<file path="src/rtl/stage_execute_if.sv">
// Handshake and data bus between the decode/DRAM side, the execute stage and writeback.
interface stage_execute_if #(
  parameter int unsigned D_WIDTH = 8,
  parameter int unsigned OP_W    = 8
);
  logic [OP_W-1:0]    operation_in;
  logic [D_WIDTH-1:0] d_in;
  logic [7:0]         cd;
  logic               crda;
  logic               cack;
  logic               ack_in;
  logic               ack;
  logic [D_WIDTH-1:0] a;
  logic [OP_W-1:0]    operation;

  modport master (
    output operation_in, d_in, cd, crda, ack_in,
    input  cack, ack, a, operation
  );

  modport slave (
    input  operation_in, d_in, cd, crda, ack_in,
    output cack, ack, a, operation
  );
endinterface

</file>
<file path="src/rtl/stage_execute.sv">
// Execute stage: computes the new cell value (inc/dec/pass/char-in) with a one-entry
// forwarding register covering cell writes not yet committed by writeback.
module stage_execute #(
  parameter int unsigned D_WIDTH = 8
) (
  input logic              clk,
  input logic              reset,
  stage_execute_if.slave   bus
);
  localparam int unsigned OPCODE_MSB = 7;
  localparam int unsigned OP_W       = OPCODE_MSB + 1;
  localparam int unsigned OP_INC     = 0;
  localparam int unsigned OP_DEC     = 1;
  localparam int unsigned OP_INCDP   = 2;
  localparam int unsigned OP_DECDP   = 3;
  localparam int unsigned OP_IN      = 5;

  logic [OP_W-1:0]    operation_q, operation_d;
  logic [D_WIDTH-1:0] a_q, a_d;
  logic               fwd_valid_q, fwd_valid_d;
  logic [D_WIDTH-1:0] src;
  logic [D_WIDTH-1:0] result;
  logic               ext_wait;
  logic               advance;

  assign ext_wait = bus.operation_in[OP_IN] && !bus.crda;
  assign advance  = bus.ack_in && !ext_wait;
  assign bus.ack  = advance;
  assign bus.cack = bus.operation_in[OP_IN] && bus.crda && bus.ack_in && !reset;

  assign bus.a         = a_q;
  assign bus.operation = operation_q;

  // Next-state: result selection and forwarding bookkeeping
  always_comb begin
    operation_d = operation_q;
    a_d         = a_q;
    fwd_valid_d = fwd_valid_q;
    src         = fwd_valid_q ? a_q : bus.d_in;
    result      = src;

    if (bus.operation_in[OP_IN]) begin
      result = D_WIDTH'(bus.cd);
    end else if (bus.operation_in[OP_INC]) begin
      result = src + D_WIDTH'(1);
    end else if (bus.operation_in[OP_DEC]) begin
      result = src - D_WIDTH'(1);
    end

    if (advance) begin
      operation_d = bus.operation_in;
      a_d         = result;
      if (bus.operation_in[OP_INC] || bus.operation_in[OP_DEC] || bus.operation_in[OP_IN]) begin
        fwd_valid_d = 1'b1;
      end else if (bus.operation_in[OP_INCDP] || bus.operation_in[OP_DECDP]) begin
        fwd_valid_d = 1'b0;
      end
    end else if (bus.ack_in) begin
      // Waiting on the character device: send a bubble, keep the cell value
      operation_d = '0;
    end
  end

  always_ff @(posedge clk) begin
    if (reset) begin
      operation_q <= '0;
      a_q         <= '0;
      fwd_valid_q <= 1'b0;
    end else begin
      operation_q <= operation_d;
      a_q         <= a_d;
      fwd_valid_q <= fwd_valid_d;
    end
  end
endmodule

</file>
<file path="src/flat_wrapper.sv">
// flat-port wrapper written by rule: the top's interface ports become plain ports
module stage_execute_flat 
#(
  parameter int unsigned D_WIDTH = 8
)
  (clk, reset, bus_operation_in, bus_d_in, bus_cd, bus_crda, bus_ack_in, bus_cack, bus_ack, bus_a, bus_operation);
  stage_execute_if #(.D_WIDTH(D_WIDTH), .OP_W((8))) bus_i ();
  input logic clk;
  input logic reset;
  input wire logic [$bits(bus_i.operation_in)-1:0] bus_operation_in;
  input wire logic [$bits(bus_i.d_in)-1:0] bus_d_in;
  input wire logic [$bits(bus_i.cd)-1:0] bus_cd;
  input wire logic [$bits(bus_i.crda)-1:0] bus_crda;
  input wire logic [$bits(bus_i.ack_in)-1:0] bus_ack_in;
  output wire logic [$bits(bus_i.cack)-1:0] bus_cack;
  output wire logic [$bits(bus_i.ack)-1:0] bus_ack;
  output wire logic [$bits(bus_i.a)-1:0] bus_a;
  output wire logic [$bits(bus_i.operation)-1:0] bus_operation;
  assign bus_i.operation_in = bus_operation_in;
  assign bus_i.d_in = bus_d_in;
  assign bus_i.cd = bus_cd;
  assign bus_i.crda = bus_crda;
  assign bus_i.ack_in = bus_ack_in;
  assign bus_cack = bus_i.cack;
  assign bus_ack = bus_i.ack;
  assign bus_a = bus_i.a;
  assign bus_operation = bus_i.operation;
  stage_execute #(.D_WIDTH(D_WIDTH)) u_core (.clk(clk), .reset(reset), .bus(bus_i));
endmodule
</file>
<file path="config.mk">
export PLATFORM = sky130hd
export DESIGN_NAME = stage_execute_flat
export DESIGN_NICKNAME = d
export VERILOG_FILES = /design/src/rtl/stage_execute_if.sv /design/src/rtl/stage_execute.sv /design/src/flat_wrapper.sv
export SDC_FILE = /design/constraint.sdc
export NUM_CORES = 1
export LEC_CHECK = 0
export ABC_AREA = 1
export CAP_MARGIN = 20
export CORE_MARGIN = 2
export CORE_UTILIZATION = 44
export DETAILED_ROUTE_END_ITERATION = 8
export PLACE_DENSITY_LB_ADDON = 0.25
export SYNTH_ARGS = -nofsm -noshare
export SYNTH_HDL_FRONTEND = slang
export SYNTH_SLANG_ARGS = --single-unit
</file>
<file path="constraint.sdc">
create_clock -name clk -period 2.11 [get_ports clk]
set_input_delay 0.5275 -clock clk [delete_from_list [all_inputs] [get_ports clk]]
set_output_delay 0.5275 -clock clk [all_outputs]
set_load 0.05 [all_outputs]
</file>
# Word-level counts from Yosys, hierarchy flattened
# Cells that the tools add are included.
# Widths: inputs -> output; s select.
# totals
reg_bits,17
in_bits,28
wordCells,27
# op_classes
add_sub_neg,2
muxes,8
reduce_logical,14
# ops
cell,n
$mux 8,6
$add 8x1->8 const B,1
$sub 8x1->8 const B,1
$logic_and 1x1->1,5
$reduce_bool 2->1,2
$logic_not 1->1,3
$logic_or 1x1->1,3
$mux 1,2
$reduce_and 2->1,1

# Longest topological paths before layout
# depth
word_depth,5
ltp_mapped,15

# Worst setup path before layout
# Ideal clock, no wire load.
# synth_path
kind,input-to-output
start,input bus_operation_in[5]
end,output bus_cack
t_arrival_ps,2051
required_time_ps,1582
slack_ps,-468
cell_stages,7
path_buffers,2
cell_sequence,buf_2 -> inv_1 -> o21ai_1 -> inv_1 -> buf_2 -> nand2_1 -> nor2_1
# synth_via
elab_chain_len,3
# synth_lines
element,line_no,rtl
start: declaration,flat_wrapper.sv:10,input wire logic [$bits(bus_i.operation_in)-1:0] bus_operation_in;
$logic_and 1x1->1 (3 in a row),stage_execute.sv:29,assign bus.cack = bus.operation_in[OP_IN] && bus.crda && bus.ack_in && !reset;
end: declaration,flat_wrapper.sv:15,output wire logic [$bits(bus_i.cack)-1:0] bus_cack;
# No other way between the ends.

# Worst setup path after layout
# layout_path
start,"register u_core.a_q[4], in the netlist u_core.bus.a[4]"
end,output bus_a[4]
# layout_lines
element,line_no,rtl
start: declaration,stage_execute.sv:19,"logic [D_WIDTH-1:0] a_q, a_d;"
start signal: assignment,stage_execute.sv:67,a_q <= '0;
start signal: assignment,stage_execute.sv:71,a_q <= a_d;
end: declaration,flat_wrapper.sv:17,output wire logic [$bits(bus_i.a)-1:0] bus_a;
# No word-level cell between the ends.

==> reports/qor.yml <==
run_status:
  outcome: "complete, no violations"
timing:
  fin_crit_ns: 2.05
  setup_viol: 0
  rsz0062_at_grt: "false"
  fin_worst_skew_ns: 0.00316
  fmax_ghz: 0.488
  relSlewSlack_pct: 66.0
  min_period_over_period_pct: 97.2
  tns_ns: 0
  hold_viol_final: 0
  tightest_slew_ns: 0.509
  drv_slew: 0
logic_synthesis:
  syn_area_um2: 1220
  synth_cells: 198
  synthAdderAreaFrac_pct: 2.05
  synth_top_family_by_area: "simple AND/OR/NAND/NOR gates"
  synth-compound-area-share_pct: 16.0
  yosys_register_bits: 17
  ys_types: 26
  yosysWarnings: 0
  syn_avg_cell_area_um2: 6.17
  yosys.area_share.simple_pct: 40.5
  synth-seq-area-share_pct: 27.9
  synthXorXnorAreaFrac_pct: 0.717
  muxShareOfSynthArea_pct: 0
  synth_nets: 228
layout:
  diodes: 0
  nFillCells: 250
  fin_area_um2: 1790
  layout_common_cells: "nand2_1, clkdlybuf4s50_1, a21oi_1"
  stdcell_count: 281
  syn2layout_area_growth_pct: 46.5
  drive_gt1_share_pct: 14.8
  layout_commonest_cell: "nand2_1"
  layout.nets: 281
worst_setup_path:
  critPathLaunchType: "flip-flop"
  critPathMaxStageDelay_ns: 0.83
  crit_path_top_delay_cell: "clkdlybuf4s50_1"
  end_kind: "output pin"
  crit_chain: "clkdlybuf4s50_1"
  critPathArrivalTime_ns: 1.52
  worst-path-buf-inv: 1
  worst-setup-path-type: "flip-flop to output pin"
  path_delay_family: "buffers and inverters"
  crit_required_ns: 1.58
  worstPathMaxFanout: 4
clock_tree:
  cts_max_level: 1
  post_cts_buffers: 0
  root_buffer: "clkbuf_4"
  clk_path_buf_depth: 2
  cts_tree: "yes"
  numCtsBuffers: 3
  cts.sinks: 17
  clk_latency_ns: 0.28
  cts.clk_slew.worst_paths_ns: 0.10
detailed_routing:
  firstDrtPassIters: 6
  wirelength_mm: 3.12
  drc: 0
  wl_per_cell_um: 11.1
  num_vias: 1381
  avgViaCountPerCell: 4.91
  ant_nets: 0
  drtIter0Drc: 30
placement:
  dp_hpwl_mm: 2.43
  gp_congestion: 0.794
  placed_area_um2: 1740
  place_inst: 277
  portBuffers: 45
grt:
  gr-total-overflow: 0
  grt_pass1_vias: 1170
  grt_pass1_wl_mm: 5.08
  antenna_found_initial: 0
  grt_max_degree: 16
  track_usage_pct: 19.4
floorplanning:
  coreArea_um2: 2690
  die_area_um2: 3210
  ios: 46
  row_count: 19
  die_y_um: 56.7
  die_x_um: 56.7
  start_util_pct: 45.5
power:
  irDropWorstVdd_v: 0.000462
  power_density_nw_per_um2: 511
  p_leak_uw: 0.000824
min_path:
  hp-class: "flip-flop to flip-flop"
job:
  max_cap_viol_count: 0
==> cells by family after synthesis <==
logic type,Yosys count
buffers and inverters,32
DFF,17
adders and majority gates,2
xor gates and xnor gates,1
and+or+nand+nor,112
AOI/OAI and AO/OA,34
==> sequential cells by signal, summed over array words and instances (netlist names) <==
signal / flops
u_core.bus.a: 8
u_core.bus.operation: 8
u_core.fwd_valid_q: 1
==> synth_stat cells, drive strengths merged <==
library cell  count  area (um2)
a21oi            22         114
buf               9        66.3
nor2             10        40.0
a221oi            2        17.5
nand3            20         100
or2               2        12.5
ha                2        25.0
clkbuf            1        3.75
o2111ai           1        8.76
inv              22        87.6
nand4             1        12.5
o21ai             8        47.6
xnor2             1        8.76
nand2            79         329
o211ai            1        7.51
dfxtp            17         340
==> per-stage QoR <==
stage / worst slack (ns) / power, uW / hold slack [ns] / util (%)
5_1_grt: 0.00730 / 963 / 0.489 / 66.6
6_report: 0.0592 / 914 / 0.475 / 66.6
3_5_place_dp: -0.0739 / 743 / 0.458 / 64.8
4_1_cts: 0.0236 / 912 / 0.477 / 66.3
2_1_floorplan: 0.0112 / 609 / 0.672 / -
3_3_place_gp: -0.0349 / 740 / 0.455 / 64.8
==> area by class of cell <==
class,count,area (um2),area share [%]
timing repair buffer,58,553,30.9
clock inverter,1,5.00,0.280
sequential,17,340,19.0
clock buffer,3,22.5,1.26
multi-input combinational,149,742,41.5
inverter,22,87.6,4.90
tap,31,38.8,2.17
==> report_power, final <==
part | total [uW] | switching (uW) | internal [uW] | leakage, uW
Clock | 172 | 102 | 70.3 | 0.0000177
Sequential | 364 | 22.2 | 342 | 0.000140
Combinational | 377 | 218 | 160 | 0.000666
==> metal layers <==
layer	GRT usage, %	share of wire, %	vias to the layer above
li1	-	-	734
met1	26.7	48	611
met5	0	0	-
met2	31.7	46	34
met3	2.53	5.0	2
met4	5.10	0.64	0
==> timing repair <==
item	in CTS	in global routing
pin swaps	0	1
hold buffers	0	0
setup endpoints to repair	2	2
resized for setup	4	4
==> path summary, 6_finish.rpt <==
check                                  startpoint                                    to  slack, ns  cells past startpoint
max                  u_core.bus.a[4]$_SDFFE_PP0P_                              bus_a[4]       0.06                      1
min reg2reg  u_core.bus.operation[1]$_SDFFE_PP0P_  u_core.bus.operation[1]$_SDFFE_PP0P_       0.47                      2
max reg2reg       u_core.fwd_valid_q$_SDFFE_PP0P_          u_core.bus.a[4]$_SDFFE_PP0P_       0.24                     11
min          u_core.bus.operation[1]$_SDFFE_PP0P_  u_core.bus.operation[1]$_SDFFE_PP0P_       0.47                      2
==> worst min-delay path: stages, from the launching register on <==
cell and delay, ns:
dfxtp_1 0.33, nand2_1 0.06, a21oi_1 0.05
Note: power is estimated with default switching activity, not from simulation.
